$ cat src/rtl/sequenciador_multdiv.sv
// sequenciador_multdiv: iterative unsigned MULTU/DIVU sequencer driving a shared external ALU
module sequenciador_multdiv #(
  parameter logic [2:0] CTRL_SOMA = 3'b010
) (
  input  logic        clk,
  input  logic        reset,
  input  logic        inicio,
  input  logic        op,
  input  logic [31:0] a,
  input  logic [31:0] b,
  output logic        ocupado,
  output logic        pronto,
  output logic [31:0] hi,
  output logic [31:0] lo,
  output logic        div_zero,
  output logic        ula_uso,
  output logic [2:0]  ula_controle,
  output logic [31:0] ula_srcA,
  output logic [31:0] ula_srcB,
  output logic        ula_addSub,
  input  logic [31:0] ula_saida
);
  typedef enum logic [1:0] {OCIOSO, CALC, FIM} state_t;
  state_t      r_state, w_next;
  logic [31:0] r_hi, r_lo, r_md;
  logic [4:0]  r_cnt;
  logic        r_op, r_dz;
  logic [31:0] w_t;
  logic        w_calc, w_cm, w_cd, w_acc;
  always_ff @(posedge clk or posedge reset)
    if (reset) r_state <= OCIOSO;
    else       r_state <= w_next;
  always_comb begin
    w_next = r_state;
    case (r_state)
      OCIOSO:  w_next = inicio ? ((op && b == '0) ? FIM : CALC) : OCIOSO;
      CALC:    w_next = (r_cnt == 5'd31) ? FIM : CALC;
      FIM:     w_next = OCIOSO;
      default: w_next = OCIOSO;
    endcase
  end
  assign w_calc       = (r_state == CALC);
  assign w_t          = {r_hi[30:0], r_lo[31]};
  assign ula_uso      = w_calc;
  assign ula_controle = CTRL_SOMA;
  assign ula_srcA     = w_calc ? (r_op ? w_t : r_hi) : '0;
  assign ula_srcB     = w_calc ? r_md : '0;
  assign ula_addSub   = w_calc & r_op;
  assign ocupado      = (r_state != OCIOSO);
  assign pronto       = (r_state == FIM);
  assign hi           = r_hi;
  assign lo           = r_lo;
  assign div_zero     = r_dz;
  // carry-out of the 32-bit ALU reconstructed from operand and result sign bits
  assign w_cm  = (r_hi[31] & r_md[31]) | ((r_hi[31] | r_md[31]) & ~ula_saida[31]);
  assign w_cd  = (w_t[31] & ~r_md[31]) | ((w_t[31] | ~r_md[31]) & ~ula_saida[31]);
  assign w_acc = r_hi[31] | w_cd;
  always_ff @(posedge clk or posedge reset)
    if (reset) begin
      r_hi  <= '0;
      r_lo  <= '0;
      r_md  <= '0;
      r_cnt <= '0;
      r_op  <= 1'b0;
      r_dz  <= 1'b0;
    end else begin
      case (r_state)
        OCIOSO:
          if (inicio) begin
            r_op  <= op;
            r_cnt <= '0;
            if (op && b == '0) begin
              r_hi <= a;
              r_lo <= '1;
              r_dz <= 1'b1;
            end else begin
              r_hi <= '0;
              r_lo <= a;
              r_md <= b;
              r_dz <= 1'b0;
            end
          end
        CALC: begin
          r_cnt <= r_cnt + 5'd1;
          if (!r_op)
            {r_hi, r_lo} <= r_lo[0] ? {w_cm, ula_saida, r_lo[31:1]} : {1'b0, r_hi, r_lo[31:1]};
          else begin
            r_hi <= w_acc ? ula_saida : w_t;
            r_lo <= {r_lo[30:0], w_acc};
          end
        end
        default: ;
      endcase
    end
endmodule

$ cat config.mk
export PLATFORM = sky130hd
export DESIGN_NAME = sequenciador_multdiv
export DESIGN_NICKNAME = d
export VERILOG_FILES = /design/src/rtl/sequenciador_multdiv.sv
export SDC_FILE = /design/constraint.sdc
export NUM_CORES = 1
export LEC_CHECK = 0
export CAP_MARGIN = 20
export CORE_AREA = 4 4 124 126
export DETAILED_ROUTE_END_ITERATION = 8
export DIE_AREA = 0 0 128 130
export PLACE_DENSITY = 0.86
export SYNTH_ARGS = -nofsm -noshare
export SYNTH_HDL_FRONTEND = slang
export SYNTH_SLANG_ARGS = --single-unit
$ cat constraint.sdc
create_clock -name clk -period 8.7 [get_ports clk]
set_input_delay 1.74 -clock clk [delete_from_list [all_inputs] [get_ports clk]]
set_output_delay 1.74 -clock clk [all_outputs]
set_load 0.05 [all_outputs]
**Word level (Yosys, flattened, before mapping)**

Index checks and enable logic that the tools add are counted.

- Output and inout port bits: 136
- Register bits after elaboration: 105
- Word-level logic and storage cells: 53

- Reductions and logical operators: 8
- Add/subtract/negate cells: 1
- Equality and inequality tests: 4
- Bitwise logic cells: 13
- Multiplexer cells: 20

Operators with widths:

| operator | count |
|---|---|
| $mux 32 | 10 |
| $pmux 32 s2 | 2 |
| $mux 64 | 1 |
| $logic_not 32->1 | 1 |
| $pmux 5 s2 | 1 |
| $mux 2 | 3 |
| $add 5x1->5 const B | 1 |
| $and 1x1->1 | 5 |
| $eq 5x5->1 const B | 1 |
| $mux 5 | 1 |
| $or 1x1->1 | 5 |
| $pmux 2 s2 | 1 |
| $reduce_and 2->1 | 2 |
| $reduce_bool 2->1 | 2 |
| $not 1->1 | 3 |
| $reduce_and 3->1 | 1 |
| $eq 2x1->1 const B | 1 |
| $eq 2x2->1 const B | 1 |
| $logic_not 2->1 | 1 |
| $ne 2x2->1 const B | 1 |
| $logic_and 1x1->1 | 1 |
| $mux 1 | 1 |

**Longest topological paths before layout**

Gate-level depths: netlist (run 1).

- Depth after elaboration: 8
- Gate-level depth with buffers: 7

**Least setup slack after synthesis (run 1)**

Ideal clock, no wire load.

- Kind: flip-flop to output port
- From: register r_op
- To: output port ula_srcA[1]
- Arrival: 2.096 ns
- Cell stages (with the launch flop): 7
- Path slack: 4.864 ns
- Cell sequence: dfrtp_1 clkbuf_1 clkbuf_1 clkbuf_1 buf_2 mux2i_1 nor2_1

- Longest elaborated chain between the ends: 2

RTL lines:

| element | line | source |
|---|---|---|
| start, declared | 27 | `logic r_op, r_dz;` |
| start signal, assigned | 70 | `r_op <= op;` |
| $mux 32 (2 in series) | 46 | `assign ula_srcA = w_calc ? (r_op ? w_t : r_hi) : '0;` |
| end, declared | 18 | `output logic [31:0] ula_srcA,` |

Every way passes these cells.

**Worst setup path in the final report (run 1)**

- From: register r_state[0]
- To: output port ula_srcB[31]

- Longest elaborated chain between the ends: 2

RTL lines:

| element | line | source |
|---|---|---|
| start, declared | 24 | `state_t r_state, w_next;` |
| start signal, assigned | 32 | `else r_state <= w_next;` |
| $eq 2x1->1 | 42 | `assign w_calc = (r_state == CALC);` |
| $mux 32 | 47 | `assign ula_srcB = w_calc ? r_md : '0;` |
| end, declared | 19 | `output logic [31:0] ula_srcB,` |

Every way passes these cells.

==> results.cfg, run 1 <==
[route]
drtAntennaViolNets = 0
route.detailed.wl_per_inst_um = 19.5
finalWirelength_um = 24000
viasPerCell = 6.14
dr.pass1.iters = 6
drt_iter0_drc = 671
drc_errors = 0
via_count = 7551

[critical_path]
rr_startpoint = r_op$_DFFE_PP0P_
ff2ff_path_depth = 6
cp.arrival_ns = 3.78
cp.required_ns = 6.96
cp-end-kind = output pin
crit_fanout = 101
r2r_slack_ns = 4.93
regToRegEndpoint = hi[3]$_DFFE_PP0P_
worst_setup_path_start_kind = register
worstSetupPathType = register to output pin

[sta]
final_hold_viol_count = 0
fin_crit_ns = 5.52
rsz0062_at_grt = no
fin_worst_skew_ns = 0.0114
setup_violations = 0
setup-tns-final_ns = 0
worst_pin_slew_ns = 1.04
slew_headroom_pct = 30.2
fmaxAchievable_mhz = 181
drv_slew = 0
min_period_over_period_pct = 63.5

[clock_network]
hold_buffers = 0
h-tree-depth = 3
cts_buffer_depth = 2
cts_tree = yes
cts_root_buf = clkbuf_16
post_cts_buffers = 0
cts.sinks = 105
post_cts_resized = 0
clk_pin_slew_worst_paths_ns = 0.07
clkLatencyLatePin_ns = 0.34
cts_made_buffers = 9

[cells_and_area]
layout.nets = 1142
register_area_mm2 = 0.00263
fillers = 1170
drive_above_1_share_pct = 7.18
multi_input_comb_area_mm2 = 0.00402
areaGrowthSynthToFinish_pct = 36.4

[synthesis]
synth-xor-area-share_pct = 0
synth_cell_type_count = 48
synth_edf_count = 0
ys_warn_count = 0
synthMuxAreaShare_pct = 10.4
ys_async_sr_fraction_pct = 100
synth_adder_area_share_pct = 0.350
syn_area_mm2 = 0.00716
synth-simple-area-share_pct = 23.0
ys_top_cells_by_area = dfrtp_1 37%, nand2_1 7.4%, mux2_2 5.7%
synth-main-ff-cell = dfrtp_1
syn_avg_cell_area_um2 = 8.18
synth_top_family_by_area = simple AND/OR/NAND/NOR gates
synth-seq-cells = 105
synth_top_area_share_pct = 36.7
synth_commonest_cells = 142 x nand2_1, 105 x dfrtp_1, 69 x o21ai_0, 67 x clkbuf_1, 51 x nor2_1
synth_area_leader_cell = dfrtp_1
ys_seq_area_share_pct = 36.7
synth_most_common_cell = nand2_1
synth_compound_area_share_pct = 21.8
synth_cells = 875

[die]
rows = 44
pin_count = 236
initial_utilization_pct = 50.0
core_mm2 = 0.0143
dieArea_mm2 = 0.0166
die_y_um = 130
die_width_um = 128

[place]
routabilityCongestion = 0.881
hpwlAfterDp_um = 15700
io_buffer_count = 232

[hold_path]
min_from = r_cnt[3]$_DFFE_PP0P_
holdCritPathClass = register to register
holdPathEnd = r_cnt[3]$_DFFE_PP0P_
holdPathStages = 1

[global_route]
gr-total-overflow = 0
antenna_found_initial = 0
grt_pass1_vias = 7441
grt_start_max_net_pins = 102
grt_pass1_wl_um = 38400
grtUsageTotal_pct = 28.3

[flow_run]
max_cap_viol_count = 0

[run_status]
status = completed
==> cells in the final DEF (no fill, tap or decap), types with 5 or more instances in the layout <==
cell type,netlist,layout
nor2b_1,14,14
o211ai_1,32,32
and3_1,27,27
clkdlybuf4s50_1,0,232
a21oi_1,8,8
a311o_1,31,31
buf_4,3,10
nand4_1,26,26
nand3_1,27,27
mux2_2,36,36
nor4_1,5,5
and2_1,36,36
o21ai_0,69,69
inv_1,46,45
nor2_1,51,51
a211oi_1,25,25
nand2_1,142,142
o22ai_1,5,5
dfrtp_1,105,104
a2111oi_0,31,31
clkbuf_16,0,9
mux2i_1,34,34
a31oi_1,5,5
==> worst max-delay path by stage <==
stage               slack, ns  cells past startpoint                    to                 start
detailed placement       3.57                      5    hi[30]$_DFFE_PP0P_                  b[7]
finish                   3.18                      5          ula_srcB[31]  r_state[0]$_DFF_PP0_
global placement         3.67                      5    hi[26]$_DFFE_PP0P_                  b[7]
floorplan                4.20                      1  div_zero$_DFFE_PP0P_                 reset
CTS                      3.19                      5          ula_srcB[31]  r_state[0]$_DFF_PP0_
global route             2.92                      5          ula_srcB[21]  r_state[0]$_DFF_PP0_
==> metrics by stage <==
stage	hold slack (ns)	utilization (%)	area, um^2	instances	setup WS, ns
floorplan	0.449	-	7160	876	4.20
global placement	0.463	66.0	9450	1212	3.67
detailed placement	0.484	66.0	9450	1212	3.57
CTS	0.498	68.1	9750	1228	3.19
global route	0.525	68.2	9760	1229	2.92
finish	0.502	68.2	9770	1230	3.18
==> area by class of cell <==
cell class              count  share of cell area, %
multi-input cells         634                   41.1
flip-flops and latches    105                   26.9
repair buffers            243                   24.7
well taps                 184                   2.36
clock buffers               9                   2.31
inverters                  47                   1.83
clock inverters             7                  0.717
diodes                      1                 0.0256
==> routing by layer <==
metal  vias to the layer above  wire length (um)  GRT usage [%]
met2                       410             11100           45.7
met3                        35              2490           6.67
li1                       3483                 -              -
met4                         0               485           8.61
met1                      3623              9900           38.0
met5                         -                 0              0
==> worst max-delay path, stage by stage (launching register included) <==
cell             delay, ns
dfrtp_1               0.58
nand2b_4              0.59
inv_1                 0.71
buf_4                 0.49
and2_1                0.21
clkdlybuf4s50_1       0.80
==> flip-flops by register name, indices dropped and copies added, names as in the netlist <==
signal    flops
div_zero      1
hi           32
lo           32
r_cnt         5
r_md         32
r_op          1
r_state       2
==> cells by family (layout without fill, tap and decap cells) <==
family                     count (synthesis)  after routing
and+or+nand+nor                          341            341
DFF                                      105            105
adders and majority gates                  2              2
buffers and inverters                    137            306
other                                      2              4
AOI/OAI and AO/OA                        218            218
muxes                                     70             70
Power of run 1 is left out: the tool's default activity adds up to more than one toggle a clock period on the data nets, which glitch-free logic cannot reach.
==> inputs of run 2 (changes only) <==
--- a/config.mk
+++ b/config.mk
@@ -6,10 +6,10 @@
 export NUM_CORES = 1
 export LEC_CHECK = 0
 export CAP_MARGIN = 20
-export CORE_AREA = 4 4 124 126
+export CORE_AREA = 4 4 129 131
 export DETAILED_ROUTE_END_ITERATION = 8
-export DIE_AREA = 0 0 128 130
-export PLACE_DENSITY = 0.86
+export DIE_AREA = 0 0 133 135
+export PLACE_DENSITY = 0.8
 export SYNTH_ARGS = -nofsm -noshare
 export SYNTH_HDL_FRONTEND = slang
 export SYNTH_SLANG_ARGS = --single-unit
==> constraint.sdc (replaced) <==
create_clock -name clk -period 5.3 [get_ports clk]
set_input_delay 1.06 -clock clk [delete_from_list [all_inputs] [get_ports clk]]
set_output_delay 1.06 -clock clk [all_outputs]
set_load 0.05 [all_outputs]
==> run 2 against run 1 <==
Net effect: final cell count grew 3.4%; count of clock-buffer cells in the layout grew 1; register-to-register slack lost 2.7 ns; non-clock buffer count grew 11; global-route usage shrank 1.9 points; sequential share of layout area shrank 0.43 points; critical path depth is the same; cell area grew 1.6%; first-iteration DRC count grew 1.8%.
==> results.cfg, run 2 (synthesis gave the netlist of run 1 again) <==
[run_status]
status = completed

[global_route]
grt_start_max_net_pins = 78
gr-total-overflow = 0
grt_pass1_wl_um = 39200
grtUsageTotal_pct = 26.4
grt_pass1_vias = 7434
antenna_found_initial = 0

[place]
io_buffer_count = 232
hpwlAfterDp_um = 16200
routabilityCongestion = 0.848

[sta]
fin_worst_skew_ns = 0.0121
min_period_over_period_pct = 78.2
setup_violations = 0
fmaxAchievable_mhz = 241
worst_pin_slew_ns = 1.05
slew_headroom_pct = 29.7
final_hold_viol_count = 0
drv_slew = 0
hold-worst-slack_ns = 0.504
setup-tns-final_ns = 0
rsz0062_at_grt = no
fin_crit_ns = 4.15

[critical_path]
worstPathCellList = nand2b_4, clkinv_1, buf_4, and2_1, clkdlybuf4s50_1
rr_startpoint = r_op$_DFFE_PP0P_
worstSetupPathType = register to output pin
cp-end-kind = output pin
cpPeakStageDelay_ns = 0.70
cp.arrival_ns = 3.09
worst_setup_path_start_kind = register
path_delay_family = buffers and inverters
critPathSlowestCell = clkdlybuf4s50_1
critical_path_buf_inv_count = 3
cp.required_ns = 4.24
cp-startpoint = r_state[0]$_DFF_PP0_
crit_fanout = 39

[route]
drtAntennaViolNets = 0
viasPerCell = 5.91
drt_iter0_drc = 683
route.detailed.wl_per_inst_um = 19.1
dr.pass1.iters = 6
drc_errors = 0
finalWirelength_um = 24300
via_count = 7518

[clock_network]
post_cts_resized = 0
cts_root_buf = clkbuf_16
cts_made_buffers = 9
hold_buffers = 0
cts_buffer_depth = 2
cts_tree = yes
clk_pin_slew_worst_paths_ns = 0.08
post_cts_buffers = 0
cts.sinks = 105
clkLatencyLatePin_ns = 0.35
h-tree-depth = 3

[cells_and_area]
areaGrowthSynthToFinish_pct = 38.7
layout.nets = 1153
final_common_cell = clkdlybuf4s50_1
n_antenna_cell = 0
drive_above_1_share_pct = 8.05
final_cell_mix = 232 x clkdlybuf4s50_1, 142 x nand2_1, 104 x dfrtp_1

[die]
dieArea_mm2 = 0.0180
rows = 46
die_y_um = 135
core_mm2 = 0.0156
initial_utilization_pct = 45.9
pin_count = 236
die_width_um = 133

[hold_path]
holdCritPathClass = register to register
min_from = div_zero$_DFFE_PP0P_

[flow_run]
max_cap_viol_count = 0
-- run 2: changes by cell type in the layout (fill, tap and decap cells not counted) --
cell        change
inv_6           +2
buf_4           +9
clkinv_2        -3
clkbuf_1        +1
buf_12          +1
diode_2         -1
buf_16          +1
clkinv_1        +1
clkinv_4        +1
clkinvlp_4      -1
inv_1           -1
-- run 2: layout make-up --
type / count / area (um^2)
Multi-Input combinational cell: 634 / 4020
Fill cell: 1346 / 5670
Tap cell: 216 / 270
Timing Repair Buffer: 254 / 2530
Clock buffer: 10 / 229
Clock inverter: 6 / 73.8
Sequential cell: 105 / 2630
Inverter: 47 / 179
-- run 2: final timing paths --
check                                       end  cells after the start  slack (ns)
setup / recovery                   ula_srcB[16]                      5        1.15
hold / removal             div_zero$_DFFE_PP0P_                      2        0.50
setup reg to reg             hi[10]$_DFFE_PP0P_                      6        2.28
hold reg to reg            div_zero$_DFFE_PP0P_                      2        0.50
max in group asynchronous     lo[0]$_DFFE_PP0P_                      4        3.32
min in group asynchronous   r_md[3]$_DFFE_PP0P_                      2        0.94
-- run 2: routing by layer --
metal	up-vias	part of all wire, %	wire length (um)	global-route usage [%]
met2	377	47	11300	41.9
li1	3501	-	-	-
met5	-	0	0	0
met4	0	1.6	398	8.14
met1	3606	43	10300	36.0
met3	34	9.3	2270	6.15
-- run 2: through the flow --
| stage | setup WS [ns] | util, % | cells | instance area, um^2 |
|---|---|---|---|---|
| after CTS | 1.16 | 63.4 | 1270 | 9880 |
| after global routing | 1.01 | 63.6 | 1272 | 9930 |
| final | 1.15 | 63.6 | 1272 | 9930 |
| after detailed placement | 1.55 | 61.4 | 1254 | 9580 |
| after floorplan | 1.48 | - | 876 | 7160 |
| after global placement | 1.63 | 61.4 | 1254 | 9580 |
-- run 2: worst register-to-register path: stages (launching register included) --
cell and delay [ns]:
dfrtp_4 1.06, buf_4 0.59, clkinv_1 0.12, buf_4 0.31, a2111oi_0 0.53, a311o_1 0.20, o211ai_1 0.09
Power of run 2 is left out for the same reason.
